==> src/rtl/fifo_rd_packer_if.sv <==
// Handshake bundle between the read-side FIFO, the packer and the downstream stage.
// The flush/out_fill pair exists only when PACKER_FLUSH_EN is defined.
interface fifo_rd_packer_if #(
    parameter int DATA_WIDTH = 3,
    parameter int PACK_COUNT = 4
);
`ifdef PACKER_FLUSH_EN
    localparam int CNT_W = $clog2(PACK_COUNT + 1);
`endif

    logic                             fifo_empty;
    logic [DATA_WIDTH-1:0]            fifo_rd_data;
    logic                             fifo_r_en;
    logic [DATA_WIDTH*PACK_COUNT-1:0] out_data;
    logic                             out_valid;
    logic                             out_ready;
`ifdef PACKER_FLUSH_EN
    logic                             flush;
    logic [CNT_W-1:0]                 out_fill;

    modport master (
        input  fifo_empty, fifo_rd_data, out_ready, flush,
        output fifo_r_en, out_data, out_valid, out_fill
    );
    modport slave (
        output fifo_empty, fifo_rd_data, out_ready, flush,
        input  fifo_r_en, out_data, out_valid, out_fill
    );
`else
    modport master (
        input  fifo_empty, fifo_rd_data, out_ready,
        output fifo_r_en, out_data, out_valid
    );
    modport slave (
        output fifo_empty, fifo_rd_data, out_ready,
        input  fifo_r_en, out_data, out_valid
    );
`endif
endinterface

==> src/rtl/fifo_rd_packer.sv <==
// Pops PACK_COUNT narrow FIFO entries (read latency 1) and presents them as one wide word.
// Optional partial-word flush is enabled with PACKER_FLUSH_EN.
//
// state    | meaning
// S_FILL   | issuing FIFO pops until PACK_COUNT are issued (or a flush)
// S_DRAIN  | no new pops; waiting for the in-flight read to land
// S_OUT    | word held on out_data with out_valid until out_ready
module fifo_rd_packer #(
    parameter int DATA_WIDTH = 3,
    parameter int PACK_COUNT = 4,
    parameter int CNT_W      = $clog2(PACK_COUNT + 1)
) (
    input  logic                r_clk,
    input  logic                r_rst,
    fifo_rd_packer_if.master    bus,
    output logic                busy
);
    localparam int              OUT_W    = DATA_WIDTH * PACK_COUNT;
    localparam logic [CNT_W-1:0] FULL_CNT = CNT_W'(PACK_COUNT);

    typedef enum logic [1:0] {
        S_FILL  = 2'd0,
        S_DRAIN = 2'd1,
        S_OUT   = 2'd2
    } state_t;

    state_t             state_q, state_d;
    logic [CNT_W-1:0]   issued_q, issued_d;
    logic [CNT_W-1:0]   captured_q, captured_d;
    logic [OUT_W-1:0]   slots_q, slots_d;
    logic               rd_pend_q;
    logic               fifo_r_en;
    logic               flush_go;
    logic               out_valid;

    // A flush only matters once something has been popped for the current word.
`ifdef PACKER_FLUSH_EN
    assign flush_go = bus.flush && (state_q == S_FILL) &&
                      ((captured_q != '0) || rd_pend_q);
`else
    assign flush_go = 1'b0;
`endif

    always_comb begin
        state_d    = state_q;
        issued_d   = issued_q;
        captured_d = captured_q;
        slots_d    = slots_q;
        fifo_r_en  = 1'b0;

        if ((state_q == S_FILL) && !bus.fifo_empty && (issued_q < FULL_CNT) &&
            !r_rst && !flush_go) begin
            fifo_r_en = 1'b1;
        end
        if (fifo_r_en) begin
            issued_d = issued_q + 1'b1;
        end
        if (rd_pend_q && (captured_q < FULL_CNT)) begin
            slots_d[int'(captured_q)*DATA_WIDTH +: DATA_WIDTH] = bus.fifo_rd_data;
            captured_d = captured_q + 1'b1;
        end

        case (state_q)
            S_FILL: begin
                if (flush_go || (issued_d == FULL_CNT)) begin
                    state_d = S_DRAIN;
                end
            end
            S_DRAIN: begin
                // Every issued read has landed once captured catches up with issued.
                if (captured_d == issued_q) begin
                    state_d = S_OUT;
                end
            end
            S_OUT: begin
                if (bus.out_ready) begin
                    state_d    = S_FILL;
                    issued_d   = '0;
                    captured_d = '0;
                    slots_d    = '0;
                end
            end
            default: state_d = S_FILL;
        endcase
    end

    always_ff @(posedge r_clk) begin
        if (r_rst) begin
            state_q    <= S_FILL;
            issued_q   <= '0;
            captured_q <= '0;
            slots_q    <= '0;
            rd_pend_q  <= 1'b0;
        end else begin
            state_q    <= state_d;
            issued_q   <= issued_d;
            captured_q <= captured_d;
            slots_q    <= slots_d;
            rd_pend_q  <= fifo_r_en;
        end
    end

    assign out_valid     = (state_q == S_OUT);
    assign bus.fifo_r_en = fifo_r_en;
    assign bus.out_valid = out_valid;
    assign bus.out_data  = slots_q;
`ifdef PACKER_FLUSH_EN
    assign bus.out_fill  = out_valid ? captured_q : '0;
`endif
    assign busy = (issued_q != '0) || rd_pend_q || out_valid;
endmodule
==> src/flat_wrapper.sv <==
// flat-port wrapper written by rule: the top's interface ports become plain ports
module fifo_rd_packer_flat 
#(
    parameter int DATA_WIDTH = 3,
    parameter int PACK_COUNT = 4,
    parameter int CNT_W      = $clog2(PACK_COUNT + 1)
)
  (r_clk, r_rst, busy, bus_fifo_empty, bus_fifo_rd_data, bus_out_ready, bus_fifo_r_en, bus_out_data, bus_out_valid);
  fifo_rd_packer_if #(.DATA_WIDTH(DATA_WIDTH), .PACK_COUNT(PACK_COUNT)) bus_i ();
  input  logic r_clk;
  input  logic r_rst;
  output logic busy;
  input wire logic [$bits(bus_i.fifo_empty)-1:0] bus_fifo_empty;
  input wire logic [$bits(bus_i.fifo_rd_data)-1:0] bus_fifo_rd_data;
  input wire logic [$bits(bus_i.out_ready)-1:0] bus_out_ready;
  output wire logic [$bits(bus_i.fifo_r_en)-1:0] bus_fifo_r_en;
  output wire logic [$bits(bus_i.out_data)-1:0] bus_out_data;
  output wire logic [$bits(bus_i.out_valid)-1:0] bus_out_valid;
  assign bus_i.fifo_empty = bus_fifo_empty;
  assign bus_i.fifo_rd_data = bus_fifo_rd_data;
  assign bus_i.out_ready = bus_out_ready;
  assign bus_fifo_r_en = bus_i.fifo_r_en;
  assign bus_out_data = bus_i.out_data;
  assign bus_out_valid = bus_i.out_valid;
  fifo_rd_packer #(.DATA_WIDTH(DATA_WIDTH), .PACK_COUNT(PACK_COUNT), .CNT_W(CNT_W)) u_core (.r_clk(r_clk), .r_rst(r_rst), .bus(bus_i), .busy(busy));
endmodule
==> config.mk <==
export PLATFORM = sky130hd
export DESIGN_NAME = fifo_rd_packer_flat
export DESIGN_NICKNAME = d
export VERILOG_FILES = /design/src/rtl/fifo_rd_packer_if.sv /design/src/rtl/fifo_rd_packer.sv /design/src/flat_wrapper.sv
export SDC_FILE = /design/constraint.sdc
export NUM_CORES = 1
export LEC_CHECK = 0
export BUFFER_PORTS_ARGS = -buffer_cell sky130_fd_sc_hd__buf_2
export CORE_AREA = 2 2 47 49
export DETAILED_ROUTE_END_ITERATION = 8
export DIE_AREA = 0 0 49 51
export PLACE_DENSITY = 0.8
export SETUP_SLACK_MARGIN = 0.02
export SYNTH_ARGS = -nofsm -noshare
export SYNTH_HDL_FRONTEND = slang
export SYNTH_SLANG_ARGS = --single-unit
==> constraint.sdc <==
create_clock -name r_clk -period 3 [get_ports r_clk]
set_input_delay 0.45 -clock r_clk [delete_from_list [all_inputs] [get_ports r_clk]]
set_output_delay 0.45 -clock r_clk [all_outputs]
set_load 0.02 [all_outputs]
==> metrics.txt <==
CTS Buffer Depth=2; Pre-antenna DRT Iters=4; layout net count=158; Total Negative Setup Slacks=0 ns; Routed WL=2.084 mm; Setup Buffers After CTS=0; Yosys cell types=32; Final Cycle Share=0.6453; final setup vio count=0; Worst Setup Slack, final=1.064 ns; core region area=2063 um^2; f_max=516.5 MHz; crit-path max FO=5; first-pass GRT wire length=3.608 mm; WP data arrival=1.49 ns; Vias=896; clock-pin slew on the worst setup and hold paths=0.11 ns; CTS Sinks=21; vias per inst=5.240; final slew viol count=0; Yosys Warn Count=0; number of port buffers=21; Root Buffer=clkbuf_4; Diodes inserted=0; total gr overflow=0; initial core utilization=0.5258; actual slew at the worst max-slew pin=0.5201 ns; Worst Skew=0.001721 ns; post_cts resized=0; vias in the first global route=833; post-route insts no fill=171; max_cap viols=0; RSZ-0062 raised after global routing=no; Placer Congestion=0.8192; HP Class=in -> reg; Fillers=197; pin count of the biggest net entering global routing=18; initial antenna violation count=0; CTS tree=built; I/O pins=22; DRC errors left=0; status=complete, no violations; chip height=51 um; PwrDens=426.6 nW/um^2; total power=516.1 uW; critical path type=reg -> out; Seq cells post-synth=21; die width=49 um; Max H-tree Level=1; startpoint class of the critical path=register; number of CTS-inserted buffers=3; Setup crit end kind=output port; Iter 0 DRT Violations=21; Leak=0.0005299 uW; multi-input logic area=604.3 um^2; cts hold-fix bufs=0; die footprint=2499 um^2; synthesized net count=136; sequential area share after synthesis=0.3875; Area Growth Syn to Fin=11.53%; Cells after Synth=122; Worst VDD drop=0.0003286 V; final hold vios=0; max_slew headroom=0.6533; average routed wire per standard cell=12.19 um; worst-skew pair later-pin latency=0.31 ns; fin crit period=1.936 ns; Total GRT Usage=0.1867; Placed Instances=167; Antenna Nets Post-Route=0; synthesized cell area=1085 um^2; dpl ws=1.157 ns; post-DP HPWL=1.563 mm; sequential cell area=420.4 um^2; # rows=17; most frequent cells in the layout=21 x buf_2, 21 x dfxtp_1, 13 x a21oi_1, 13 x nor2_1, 10 x nand2_1; Worst Path Required=2.55 ns; share of post-route cells with drive strength above 1=0.2098; synthesized area per cell=8.892 um^2
## kinds of logic after synthesis
group | after synthesis | synth area share
multiplexers | 4 | 0.04037
adder cells (fa/ha/maj) | 7 | 0.08073
buffers and inverters | 9 | 0.05537
AO/OA/AOI/OAI | 19 | 0.1107
flip-flops | 21 | 0.3875
AND/OR/NAND/NOR | 57 | 0.2849
XOR/XNOR | 5 | 0.04037
## layout make-up
type / count / share of cell area
multi-input combinational: 92 / 0.4995
sequential: 21 / 0.3475
timing repair buffer: 21 / 0.08687
tap: 28 / 0.02896
clock buffer: 4 / 0.02172
inverter: 5 / 0.01551
## sequential cells by signal, indices dropped and copies added (netlist names)
register and count:
u_core.bus.out_data 12, u_core.captured_q 3, u_core.issued_q 3, u_core.state_q 2, u_core.rd_pend_q 1
## per-stage QoR
stage                     utilization  area [um^2]  hold WS, ns
final                          0.5864         1210       0.3685
after global routing           0.5864         1210       0.3850
after CTS                      0.5864         1210       0.3641
after detailed placement       0.5737         1184       0.4486
after global placement         0.5737         1184       0.4388
after floorplan                     -         1085       0.5171
## cells in the mapped netlist (all sizes together)
| master | instances | area, um^2 |
|---|---|---|
| nor2b | 4 | 32.53 |
| nand2 | 10 | 37.54 |
| xor2 | 1 | 8.760 |
| or4 | 1 | 11.26 |
| nand4 | 5 | 31.28 |
| a32o | 1 | 10.01 |
| buf | 4 | 41.29 |
| nor2 | 13 | 48.80 |
| nor3b | 1 | 12.51 |
| mux2i | 4 | 43.79 |
| nand2b | 4 | 25.02 |
| nand3 | 8 | 45.04 |
| o21ai | 1 | 5.000 |
| xnor2 | 4 | 35.03 |
| a21oi | 13 | 65.06 |
| and3 | 1 | 6.260 |
| o311ai | 1 | 16.27 |
| dfxtp | 21 | 420.4 |
| ha | 7 | 87.58 |
| o221ai | 1 | 8.760 |
| a21o | 1 | 7.510 |
| or2 | 1 | 6.260 |
| nor3 | 3 | 15.01 |
| and2 | 5 | 31.28 |
| inv | 5 | 18.77 |
| o21bai | 1 | 7.510 |
| nor4 | 1 | 6.260 |
## worst max-delay path, stage by stage (launching register included)
cell	delay [ns]
dfxtp_1	0.36
nor3_1	0.40
and2_1	0.24
buf_2	0.18
## worst paths after layout
kind | to | slack (ns) | cells after the start | start
max | bus_fifo_r_en | 1.06 | 3 | u_core.state_q[0]$_SDFFE_PP0P_
min | u_core.issued_q[2]$_SDFF_PP0_ | 0.37 | 2 | r_rst
max reg2reg | u_core.bus.out_data[0]$_SDFF_PP0_ | 1.10 | 6 | u_core.captured_q[0]$_SDFF_PP0_
min reg2reg | u_core.bus.out_data[5]$_SDFF_PP0_ | 0.46 | 2 | u_core.bus.out_data[5]$_SDFF_PP0_
## layer usage
layer / global-route usage / wire length, um / part of all wire
met3: 0.03801 / 68 / 0.033
met2: 0.3174 / 969 / 0.46
met5: 0 / 0 / 0
met1: 0.2281 / 1004 / 0.48
met4: 0.08571 / 43 / 0.021
## where the power goes
group / total [uW] / switching [uW] / internal [uW]
clock network: 136 / 83.8 / 52.0
registers: 297 / 11.0 / 286
logic: 83.1 / 49.0 / 34.1
Note: power is estimated with default switching activity, not from simulation.
